<file path="src/rtl/bit_permute_pkg.sv">
// Shared types and sizing helpers for the table-driven bit permutation engine.
package bit_permute_pkg;

    typedef enum logic [1:0] {
        IDLE,
        RUN,
        DONE
    } fsm_e;

    // Word widths of the DES permutation tables (IP/PC1/E/P sides).
    typedef enum int {
        DES_W32 = 32,
        DES_W48 = 48,
        DES_W56 = 56,
        DES_W64 = 64
    } des_w_e;

    function automatic int clog2(input int v);
        int r;
        r = 0;
        while ((1 << r) < v) r++;
        return r;
    endfunction

    function automatic int addr_w(input int depth);
        return (depth > 1) ? clog2(depth) : 1;
    endfunction

    function automatic int steps(input int out_w, input int lanes);
        return (out_w + lanes - 1) / lanes;
    endfunction

endpackage

</file>
<file path="src/rtl/bit_permute_tbl_rom.sv">
// Synchronous index-table memory, 1-cycle read latency; word 0 sits in the MSBs of INIT.
// With BIT_PERMUTE_TBL_WR_EN it becomes a 1R1W RAM with write-first read of the same word.
module bit_permute_tbl_rom #(
    parameter int                     DEPTH = 8,
    parameter int                     WIDTH = 56,
    parameter int                     AW    = 3,
    parameter logic [DEPTH*WIDTH-1:0] INIT  = '0
) (
    input  logic             clk_i,
    input  logic             ce_i,
    input  logic [AW-1:0]    addr_i,
`ifdef BIT_PERMUTE_TBL_WR_EN
    input  logic             we_i,
    input  logic [AW-1:0]    waddr_i,
    input  logic [WIDTH-1:0] wdata_i,
`endif
    output logic [WIDTH-1:0] rdata_o
);

    typedef logic [WIDTH-1:0] mem_t [DEPTH];

    function automatic mem_t unpack_init();
        mem_t m;
        for (int k = 0; k < DEPTH; k++) m[k] = INIT[(DEPTH-1-k)*WIDTH +: WIDTH];
        return m;
    endfunction

    logic [WIDTH-1:0] rdata_q;

`ifdef BIT_PERMUTE_TBL_WR_EN
    // Power-up image only; contents are never touched by reset.
    mem_t mem_q = unpack_init();

    always_ff @(posedge clk_i) begin
        if (we_i) mem_q[waddr_i] <= wdata_i;
        if (ce_i) rdata_q <= (we_i && (waddr_i == addr_i)) ? wdata_i : mem_q[addr_i];
    end
`else
    localparam mem_t ROM = unpack_init();

    always_ff @(posedge clk_i) begin
        if (ce_i) rdata_q <= ROM[addr_i];
    end
`endif

    assign rdata_o = rdata_q;

endmodule

</file>
<file path="src/rtl/bit_permute_engine.sv">
// Table-driven gather (mode 0) / scatter (mode 1) bit permutation, LANES 1-based MSB-first entries per cycle.
// Table image is the TBL_INIT parameter; BIT_PERMUTE_TBL_WR_EN adds an IDLE-only table write port.
module bit_permute_engine
    import bit_permute_pkg::*;
#(
    parameter int IN_W  = DES_W64,
    parameter int OUT_W = DES_W64,
    parameter int LANES = 8,
    parameter int IDX_W = 7,
    parameter logic [steps(OUT_W, LANES)*LANES*IDX_W-1:0] TBL_INIT = '0
) (
    input  logic             ap_clk,
    input  logic             ap_rst,
    input  logic             ap_start,
    output logic             ap_done,
    output logic             ap_idle,
    output logic             ap_ready,
`ifdef BIT_PERMUTE_TBL_WR_EN
    input  logic             tbl_we,
    input  logic [addr_w(steps(OUT_W, LANES))-1:0] tbl_addr,
    input  logic [LANES*IDX_W-1:0] tbl_wdata,
`endif
    input  logic             mode,
    input  logic [IN_W-1:0]  din,
    output logic [OUT_W-1:0] dout,
    output logic             perm_err
);

    localparam int   STEPS  = steps(OUT_W, LANES);
    localparam int   AW     = addr_w(STEPS);
    localparam int   WW     = LANES * IDX_W;
    localparam int   INB    = addr_w(IN_W);
    localparam int   OUTB   = addr_w(OUT_W);
    localparam logic INV_OK = (IN_W == OUT_W);

    fsm_e             state_q, state_d;
    logic [AW-1:0]    step_q, step_d;
    logic [IN_W-1:0]  din_q;
    logic             mode_q;
    logic [OUT_W-1:0] dout_q, dout_d;
    logic             err_q, err_d;
    logic             accept;
    logic             rd_ce;
    logic [AW-1:0]    rd_addr;
    logic [WW-1:0]    rd_word;

    logic [LANES-1:0] lane_wr, lane_err, lane_bit;
    logic [OUTB-1:0]  lane_pos [LANES];

    bit_permute_tbl_rom #(
        .DEPTH (STEPS),
        .WIDTH (WW),
        .AW    (AW),
        .INIT  (TBL_INIT)
    ) u_tbl (
        .clk_i   (ap_clk),
        .ce_i    (rd_ce),
        .addr_i  (rd_addr),
`ifdef BIT_PERMUTE_TBL_WR_EN
        .we_i    (tbl_we && (state_q == IDLE)),
        .waddr_i (tbl_addr),
        .wdata_i (tbl_wdata),
`endif
        .rdata_o (rd_word)
    );

    // rd_word holds the table word for step_q; lanes past OUT_W are masked entirely.
    for (genvar l = 0; l < LANES; l++) begin : g_lane
        logic [31:0] idx, ent;
        logic        live, ent_ok;

        assign idx    = 32'(step_q) * 32'(LANES) + 32'(l);
        assign ent    = 32'(rd_word[(LANES-1-l)*IDX_W +: IDX_W]);
        assign live   = idx < 32'(OUT_W);
        assign ent_ok = (ent != 32'd0) && (ent <= 32'(IN_W));

        assign lane_wr[l]  = live && ent_ok;
        assign lane_err[l] = live && !ent_ok;
        assign lane_pos[l] = mode_q ? OUTB'(32'(IN_W) - ent) : OUTB'(32'(OUT_W - 1) - idx);
        assign lane_bit[l] = mode_q ? din_q[INB'(32'(OUT_W - 1) - idx)] : din_q[INB'(32'(IN_W) - ent)];
    end

    always_comb begin
        state_d = state_q;
        step_d  = step_q;
        dout_d  = dout_q;
        err_d   = err_q;
        accept  = 1'b0;
        rd_ce   = 1'b0;
        rd_addr = '0;
        case (state_q)
            IDLE: begin
                if (ap_start) begin
                    accept  = 1'b1;
                    rd_ce   = 1'b1;
                    step_d  = '0;
                    dout_d  = '0;
                    err_d   = 1'b0;
                    state_d = RUN;
                end
            end
            RUN: begin
                // Ascending lane order makes the later table entry win on duplicate scatter targets.
                for (int l = 0; l < LANES; l++) begin
                    if (lane_wr[l]) dout_d[lane_pos[l]] = lane_bit[l];
                end
                err_d = err_q | (|lane_err);
                if (step_q == AW'(STEPS - 1)) begin
                    state_d = DONE;
                end else begin
                    step_d  = step_q + 1'b1;
                    rd_ce   = 1'b1;
                    rd_addr = step_q + 1'b1;
                end
            end
            DONE:    state_d = IDLE;
            default: state_d = IDLE;
        endcase
    end

    always_ff @(posedge ap_clk) begin
        if (ap_rst) begin
            state_q <= IDLE;
            step_q  <= '0;
            din_q   <= '0;
            mode_q  <= 1'b0;
            dout_q  <= '0;
            err_q   <= 1'b0;
        end else begin
            state_q <= state_d;
            step_q  <= step_d;
            dout_q  <= dout_d;
            err_q   <= err_d;
            if (accept) begin
                din_q  <= din;
                mode_q <= mode & INV_OK;
            end
        end
    end

    assign ap_done  = (state_q == DONE);
    assign ap_ready = (state_q == DONE);
    assign ap_idle  = (state_q == IDLE) && !ap_start;
    assign dout     = dout_q;
    assign perm_err = err_q;

endmodule
</file>
<file path="config.mk">
export PLATFORM = sky130hd
export DESIGN_NAME = bit_permute_engine
export DESIGN_NICKNAME = d
export VERILOG_FILES = /design/src/rtl/bit_permute_pkg.sv /design/src/rtl/bit_permute_tbl_rom.sv /design/src/rtl/bit_permute_engine.sv
export SDC_FILE = /design/constraint.sdc
export NUM_CORES = 1
export LEC_CHECK = 0
export BUFFER_PORTS_ARGS = -buffer_cell sky130_fd_sc_hd__buf_4
export CAP_MARGIN = 20
export CORE_MARGIN = 2
export CORE_UTILIZATION = 27
export DETAILED_ROUTE_END_ITERATION = 7
export GPL_ROUTABILITY_DRIVEN = 0
export PLACE_DENSITY = 0.82
export SLEW_MARGIN = 20
export SYNTH_ARGS = -nofsm -noshare
export SYNTH_HDL_FRONTEND = slang
export SYNTH_SLANG_ARGS = --single-unit
</file>
<file path="constraint.sdc">
create_clock -name ap_clk -period 1.58 [get_ports ap_clk]
set_clock_uncertainty 0.15 [all_clocks]
set_input_delay 0.158 -clock ap_clk [delete_from_list [all_inputs] [get_ports ap_clk]]
set_output_delay 0.158 -clock ap_clk [all_outputs]
set_load 0.02 [all_outputs]
</file>
==> flow_summary.toml, run 1 <==
[final_layout]
fillers = 309
final_cell_mix = "conb_1 (64), buf_4 (6), dfxtp_1 (6)"
multi_input_comb_area_um2 = 393
final_common_cell = "conb_1"
seqCellArea_um2 = 120
diodes = 0
drive_above_1_share_pct = 11.7
fin_nets = 175
syn_to_final_growth_pct = -18.1
final_core_util_pct = 23.2
final_area_um2 = 633
final_cells = 134

[flow_run]
maxCapViolCount = 0

[worst_setup_path]
endpoint_kind = "flop"
r2r_slack_ns = 0.07
rr_worst_depth = 5
critPathRequiredTime_ns = 1.56
crit_arrival_ns = 1.48
reg2reg_from = "step_q[0]"
worstSetupPathType = "flop to flop"
crit_start = "step_q[0]"
r2r_end = "step_q[1]"
endpoint = "step_q[1]"
cp_max_fo = 4
crit_path_start_kind = "flop"

[timing]
max_clock_freq_mhz = 664
rsz0062_at_grt = "no"
slew_viol_final = 0
fin_crit_sh_pct = 95.4
setup_tns_ns = 0
setup_violations = 0
finalCriticalPeriod_ns = 1.51
hold_violations = 0

[cts]
clock_path_buffers = 2
clock-sinks = 6
clk_pin_slew_ns = 0.05
cts_tree = "done"
clk_latency_ns = 0.24
cts-htree-levels = 1
root_buffer = "clkbuf_4"
cts_resized = 0
cts_made_buffers = 3

[die]
dieWidth_um = 57.5
io_pins = 136
fp.dieH_um = 57.5
core_um2 = 2730
initial_core_util_pct = 28.3
dieArea_um2 = 3310
fp-row-count = 19

[power]
power_leakage_uw = 0.000364
ir_drop_uv = 282
p_per_area_nw_per_um2 = 742

[routing]
drtPass1Iterations = 4
post_drt_wl_per_cell_um = 6.30
first_iter_violations = 11
antenna_left = 0
routed_wl_um = 844
drc = 0
viasPerCell = 3.23
route.vias.total = 433

[global_routing]
grt_max_degree = 12
antenna_found_initial = 0
grt-ovfl-total = 0
grt_pass1_wl_um = 1110
first_global_vias = 270
grtUsageTotal_pct = 4.56

[placed_design]
placed_cells = 130
port_buffers = 6
post_dp_cell_area_um2 = 601
dpl.hpwl_um = 714

[yosys]
ys_seq_elements = 6
synthCells = 96
syn_area_per_cell_um2 = 8.05
synth_area_um2 = 773
ys_seq_area_share_pct = 15.5
yosysUniqueCellTypes = 18
ys_warn_count = 0

[outcome]
outcome = "finished clean"

[worst_hold_path]
min_from = "ap_start"
min_path_cells = 4
hold_class = "primary input to flop"
worst min path at each step:
stage                end  slack, ns
6_report        perm_err       0.13
5_1_grt         perm_err       0.19
4_1_cts         perm_err       0.13
3_5_place_dp   step_q[1]       0.22
3_3_place_gp   step_q[2]       0.22
2_1_floorplan   perm_err       0.08
per-stage QoR:
step	power, uW	hold slack, ns	setup slack [ns]
6_report	470	0.131	0.0734
5_1_grt	496	0.187	0.00369
4_1_cts	472	0.131	0.0772
3_5_place_dp	331	0.220	0.0863
3_3_place_gp	330	0.216	0.115
2_1_floorplan	437	0.0771	0.172
flip-flops by register name (all words and copies together), names as in the netlist:
signal / flops
step_q: 3
state_q: 2
perm_err: 1
cell usage after synthesis:
cell | n | area, um2
buf_4 | 65 | 488
dfxtp_1 | 6 | 120
a21oi_1 | 4 | 20.0
o21ai_0 | 4 | 20.0
a32oi_1 | 2 | 17.5
ha_1 | 2 | 25.0
nor2_1 | 2 | 7.51
a31oi_1 | 1 | 6.26
and2_2 | 1 | 7.51
and2b_2 | 1 | 8.76
buf_2 | 1 | 5.00
conb_1 | 1 | 3.75
inv_1 | 1 | 3.75
nand2b_1 | 1 | 6.26
nor3_1 | 1 | 5.00
nor3b_1 | 1 | 7.51
nor4_1 | 1 | 6.26
nor4b_2 | 1 | 15.0
logic make-up (layout without fill, tap and decap cells):
kind of cell    Yosys count  after routing  share of synthesized area [%]
buf+inv                  67             11                           64.2
compound gates           11             11                           8.25
simple gates              9              9                           8.25
flops                     6              6                           15.5
fa+ha+maj                 2              2                           3.24
other cells               1             64                          0.485
final cells by class:
type | count | share of cell area, %
well taps | 31 | 6.13
clock buffers | 3 | 3.56
inverters | 1 | 0.593
flip-flops and latches | 6 | 19.0
multi-input cells | 86 | 62.1
repair buffers | 7 | 8.70
metal layers:
layer	track usage, %	vias up	part of all wire (%)
met3	2.95	0	27
met2	6.82	57	39
met4	2.99	0	0
met1	4.68	178	34
li1	-	198	-
met5	0	-	0
worst max-delay path, stage by stage, from the launching register on:
cell	delay, ns
dfxtp_1	0.33
ha_1	0.21
ha_1	0.23
and2_2	0.23
a32oi_1	0.16
a21oi_1	0.08
timing repair:
item | in CTS | in global routing
setup buffers | 0 | 0
endpoints found under the hold margin | 6 | 0
hold buffers | 1 | 0
where the power goes:
group | internal, uW | leakage, uW | switching [uW]
logic | 17.4 | 0.000301 | 151
registers | 158 | 0.0000491 | 7.41
clock network | 85.6 | 0.0000138 | 50.6
Power figures use the tool's default switching activity.
==> run 2: changes to the inputs <==
--- a/config.mk
+++ b/config.mk
@@ -7,11 +7,11 @@
 export LEC_CHECK = 0
 export BUFFER_PORTS_ARGS = -buffer_cell sky130_fd_sc_hd__buf_4
 export CAP_MARGIN = 20
-export CORE_MARGIN = 2
-export CORE_UTILIZATION = 27
+export CORE_UTILIZATION = 24
 export DETAILED_ROUTE_END_ITERATION = 7
 export GPL_ROUTABILITY_DRIVEN = 0
-export PLACE_DENSITY = 0.82
+export PLACE_DENSITY = 0.77
+export SKIP_CTS_REPAIR_TIMING = 1
 export SLEW_MARGIN = 20
 export SYNTH_ARGS = -nofsm -noshare
 export SYNTH_HDL_FRONTEND = slang
==> constraint.sdc (replaced) <==
create_clock -name ap_clk -period 1.3 [get_ports ap_clk]
set_clock_uncertainty 0.15 [all_clocks]
set_input_delay 0.13 -clock ap_clk [delete_from_list [all_inputs] [get_ports ap_clk]]
set_output_delay 0.13 -clock ap_clk [all_outputs]
set_load 0.02 [all_outputs]
==> run 2 against run 1 <==
The run now ends with setup timing left. Sequential power is 21% higher. Combinational power is 31% higher. First-iteration DRC count decreased by 45%. Global-route usage is essentially flat. Highest routed layer unchanged.
==> flow_summary.toml, run 2 (same netlist as run 1, synthesis figures left out) <==
[cts]
clock_path_buffers = 2
cts_tree = "done"
clk_pin_slew_ns = 0.05
cts-htree-levels = 1
clk_latency_ns = 0.24
root_buffer = "clkbuf_4"
clock-sinks = 6
cts_made_buffers = 3

[final_layout]
final_common_cell = "conb_1"
final_cells = 151
syn_to_final_growth_pct = -7.12
multi_input_comb_area_um2 = 424
diodes = 0
drive_above_1_share_pct = 21.5
fillers = 346
final_core_util_pct = 23.5
top_register = "step_q"
seqCellArea_um2 = 128
final_cell_mix = "conb_1 (64), buf_4 (10), o21ai_0 (4), a21oi_1 (4)"
largest_reg_flops = 3
fin_nets = 179

[power]
p_per_area_nw_per_um2 = 818
ir_drop_uv = 323
power_leakage_uw = 0.000382

[routing]
drtPass1Iterations = 2
antenna_left = 0
first_iter_violations = 6
drc = 0
viasPerCell = 3.02
route.vias.total = 456
post_drt_wl_per_cell_um = 6.09
routed_wl_um = 920

[timing]
rsz0062_at_grt = "yes"
hold_violations = 0
setup_violations = 2
slew_viol_final = 0
finalCriticalPeriod_ns = 1.32
max_clock_freq_mhz = 759
fin_crit_sh_pct = 101
fin_ws_ns = -0.0179

[worst_setup_path]
slowest_delay_ns = 0.33
crit_path_top_delay_cell = "dfxtp_2"
endpoint_kind = "flop"
cp_max_fo = 4
reg2reg_from = "step_q[0]"
crit_path_frequent_cell = "ha_4"
critPathRequiredTime_ns = 1.27
crit_path_start_kind = "flop"
cp_cell_sequence = "ha_4, ha_4, and2_4, a32oi_1, a21oi_1"
crit_start = "step_q[0]"
worstSetupPathType = "flop to flop"
path_delay_family = "flip-flops"
crit_arrival_ns = 1.29
worst-path-buf-inv = 0

[die]
fp-row-count = 20
core_um2 = 3050
dieWidth_um = 58.8
fp.dieH_um = 58.8
dieArea_um2 = 3450
io_pins = 136
initial_core_util_pct = 25.3

[placed_design]
dpl.hpwl_um = 693
placed_cells = 145
port_buffers = 6
dp_slack_ns = -0.0396

[global_routing]
grt_max_degree = 12
grt-ovfl-total = 0
grt_use_met3_pct = 0.659
first_global_vias = 284
grt_util_met1_pct = 4.40
grt_util_met2_pct = 7.79
grtUsageTotal_pct = 4.55
grt_pass1_wl_um = 1140
antenna_found_initial = 0
grt_busiest_layer = "met2"

[flow_run]
maxCapViolCount = 0

[outcome]
outcome = "finished, violations left"
violations = "setup timing"

[worst_hold_path]
min_from = "ap_start"
hold_class = "primary input to flop"
run 2: cell types whose count changed in the layout (fill, tap and decap cells not counted), sizes merged:
cell	delta
buf	+4
run 2: final cells by class:
cell class	instances	area share (%)
inverters	1	0.523
multi-input cells	86	59.1
clock buffers	3	3.14
repair buffers	11	11.8
flip-flops and latches	6	17.8
well taps	44	7.67
run 2: worst min-delay path, stage by stage:
cell	delay (ns)
buf_4	0.10
inv_1	0.03
o21ai_0	0.13
a21oi_1	0.06
run 2: final timing paths:
path / slack [ns] / endpoint / depth (start not counted)
setup / recovery: -0.02 / step_q[2] / 5
hold / removal: 0.11 / perm_err / 4
setup reg to reg: -0.02 / step_q[2] / 5
hold reg to reg: 0.33 / perm_err / 2
run 2: through the flow:
| step | hold slack [ns] | area (um2) | TNS [ns] | power, uW |
|---|---|---|---|---|
| 4_1_cts | -0.0616 | 671 | -0.441 | 579 |
| 6_report | 0.114 | 718 | -0.0349 | 588 |
| 3_3_place_gp | 0.190 | 648 | -0.0267 | 407 |
| 3_5_place_dp | 0.196 | 648 | -0.0784 | 408 |
| 2_1_floorplan | 0.0491 | 1030 | 0 | 532 |
| 5_1_grt | 0.130 | 718 | -0.266 | 627 |
run 2: per-layer routing:
metal  share of wire [%]  vias up
li1                    -      204
met3                  17        0
met5                   0        -
met1                  38      192
met4                   0        0
met2                  45       60
run 2: where the power goes:
| group | switching [uW] | internal (uW) | total (uW) |
|---|---|---|---|
| sequential | 8.47 | 193 | 201 |
| combinational | 188 | 31.9 | 220 |
| clock | 62.2 | 104 | 166 |
==> run 3: changes to the inputs <==
--- a/config.mk
+++ b/config.mk
@@ -7,10 +7,10 @@
 export LEC_CHECK = 0
 export BUFFER_PORTS_ARGS = -buffer_cell sky130_fd_sc_hd__buf_4
 export CAP_MARGIN = 20
-export CORE_UTILIZATION = 24
+export CORE_UTILIZATION = 27
 export DETAILED_ROUTE_END_ITERATION = 7
 export GPL_ROUTABILITY_DRIVEN = 0
-export PLACE_DENSITY = 0.77
+export PLACE_DENSITY = 0.82
 export SKIP_CTS_REPAIR_TIMING = 1
 export SLEW_MARGIN = 20
 export SYNTH_ARGS = -nofsm -noshare
==> constraint.sdc (replaced) <==
create_clock -name ap_clk -period 1.23 [get_ports ap_clk]
set_clock_uncertainty 0.15 [all_clocks]
set_input_delay 0.123 -clock ap_clk [delete_from_list [all_inputs] [get_ports ap_clk]]
set_output_delay 0.123 -clock ap_clk [all_outputs]
set_load 0.02 [all_outputs]
==> run 3 against run 2 <==
The flow still finishes with violations (setup timing). Via count shrank 2.9%. Register-to-register slack worse by 0.07 ns. Clock-buffer cell count is the same. Clock power increased by 4%. Combinational power increased by 3%. Fmax down 0.30%. Sequential power grew 5%. Utilization grew 3.2 points. Non-clock buffer count is 1 higher. Design area rose by 1.6%. Critical path depth did not move. Total power increased by 3.8%. Largest power group unchanged.
==> flow_summary.toml, run 3 (same netlist as run 1, synthesis figures left out) <==
[cts]
cts_tree = "done"
root_buffer = "clkbuf_4"
clock-sinks = 6
cts_made_buffers = 3
clk_pin_slew_ns = 0.04
clk_latency_ns = 0.24
clock_path_buffers = 2
cts-htree-levels = 1

[routing]
drtPass1Iterations = 3
first_iter_violations = 7
routed_wl_um = 779
drc = 0
route.vias.total = 443
antenna_left = 0
post_drt_wl_per_cell_um = 5.60
viasPerCell = 3.19

[final_layout]
top_register = "step_q"
fin_nets = 180
multi_input_comb_area_um2 = 434
fillers = 289
seqCellArea_um2 = 130
drive_above_1_share_pct = 24.1
largest_reg_flops = 3
syn_to_final_growth_pct = -5.66
diodes = 0
final_cell_mix = "conb_1 (64), buf_4 (9), o21ai_0 (4), a21oi_1 (4), clkbuf_4 (3)"
final_area_um2 = 729
final_common_cell = "conb_1"

[flow_run]
maxCapViolCount = 0

[global_routing]
antenna_found_initial = 0
grtUsageTotal_pct = 4.90
grt_max_degree = 12
first_global_vias = 281
grt-ovfl-total = 0
grt_pass1_wl_um = 1150

[die]
fp-row-count = 19
core_um2 = 2730
dieArea_um2 = 3080
io_pins = 136
dieWidth_um = 55.5
fp.dieH_um = 55.5
initial_core_util_pct = 28.3

[power]
power.share.clock_pct = 28.2
p_per_area_nw_per_um2 = 836
seqPwrFrac_pct = 34.7
switching_share_pct = 43.8
p_int_uw = 343
ir_drop_uv = 438
power.total_uw = 610
p_switching_uw = 267
power_leakage_uw = 0.000393
combinationalPowerShare_pct = 37.1

[placed_design]
port_buffers = 6
dpl.hpwl_um = 669
post_dp_cell_area_um2 = 649

[timing]
hold_violations = 0
slew_viol_final = 0
fin_ws_ns = -0.0918
rsz0062_at_grt = "yes"
finalCriticalPeriod_ns = 1.32
setup_violations = 6
fin_crit_sh_pct = 107
max_clock_freq_mhz = 757

[outcome]
outcome = "finished, violations left"
violations = "setup timing"

[worst_setup_path]
crit_path_start_kind = "flop"
path_delay_family = "flip-flops"
crit_path_frequent_cell = "ha_4"
crit_path_top_delay_cell = "dfxtp_2"
worstSetupPathType = "flop to flop"
worst-path-buf-inv = 0
slowest_delay_ns = 0.33
cp_max_fo = 4
crit_arrival_ns = 1.29
cp_cell_sequence = "ha_4, ha_4, and2_4, a32oi_2, a21oi_1"
endpoint_kind = "flop"
critPathRequiredTime_ns = 1.20

[worst_hold_path]
hold_class = "primary input to flop"
-- run 3: changes by cell type in the layout (fill, tap and decap cells not counted) --
cell,previous run,this run
a32oi_1,2,1
dfxtp_4,1,2
a32oi_2,0,1
buf_6,0,2
buf_4,10,9
nor2_2,0,1
dfxtp_2,3,2
nor2_1,2,1
-- run 3: layer usage --
| metal | up-vias | wire (um) | track usage, % |
|---|---|---|---|
| met5 | - | 0 | 0 |
| met4 | 0 | 0 | 5.36 |
| met3 | 0 | 122 | 0.703 |
| met2 | 55 | 363 | 8.43 |
| met1 | 182 | 293 | 4.74 |
| li1 | 206 | - | - |
-- run 3: final timing paths --
path                                   to  cells after the start  startpoint  slack (ns)
worst max register to register  step_q[2]                      5   step_q[0]       -0.09
worst min-delay path             perm_err                      4    ap_start        0.10
worst max-delay path            step_q[2]                      5   step_q[0]       -0.09
worst min register to register   perm_err                      2    perm_err        0.33
-- run 3: worst min-delay path: stages --
cell and delay [ns]:
buf_4 0.10, inv_1 0.03, o21ai_0 0.13, a21oi_1 0.06
-- run 3: final cells by class --
type | instances | area share, %
multi-input combinational | 86 | 59.5
sequential | 6 | 17.8
timing repair buffer | 12 | 13.7
tap | 31 | 5.32
clock buffer | 3 | 3.09
inverter | 1 | 0.515
-- run 3: power groups by stage --
stage          registers [uW]  clock network [uW]  logic [uW]
4_1_cts                   214                 185         217
5_1_grt                   212                 193         242
6_report                  211                 172         226
2_1_floorplan             219                   0         347
3_3_place_gp              217                   0         216
3_5_place_dp              217                   0         217
-- run 3: per-stage QoR --
stage          setup slack, ns  TNS, ns  hold WS, ns  std cells  utilization [%]
3_5_place_dp           -0.0969   -0.201        0.177        132             23.8
4_1_cts                 -0.193   -0.724      -0.0826        135             24.6
2_1_floorplan          -0.0341  -0.0658       0.0347        159                -
6_report               -0.0918   -0.348        0.103        139             26.7
5_1_grt                 -0.154   -0.627        0.109        139             26.7
3_3_place_gp           -0.0656   -0.132        0.175        132             23.8
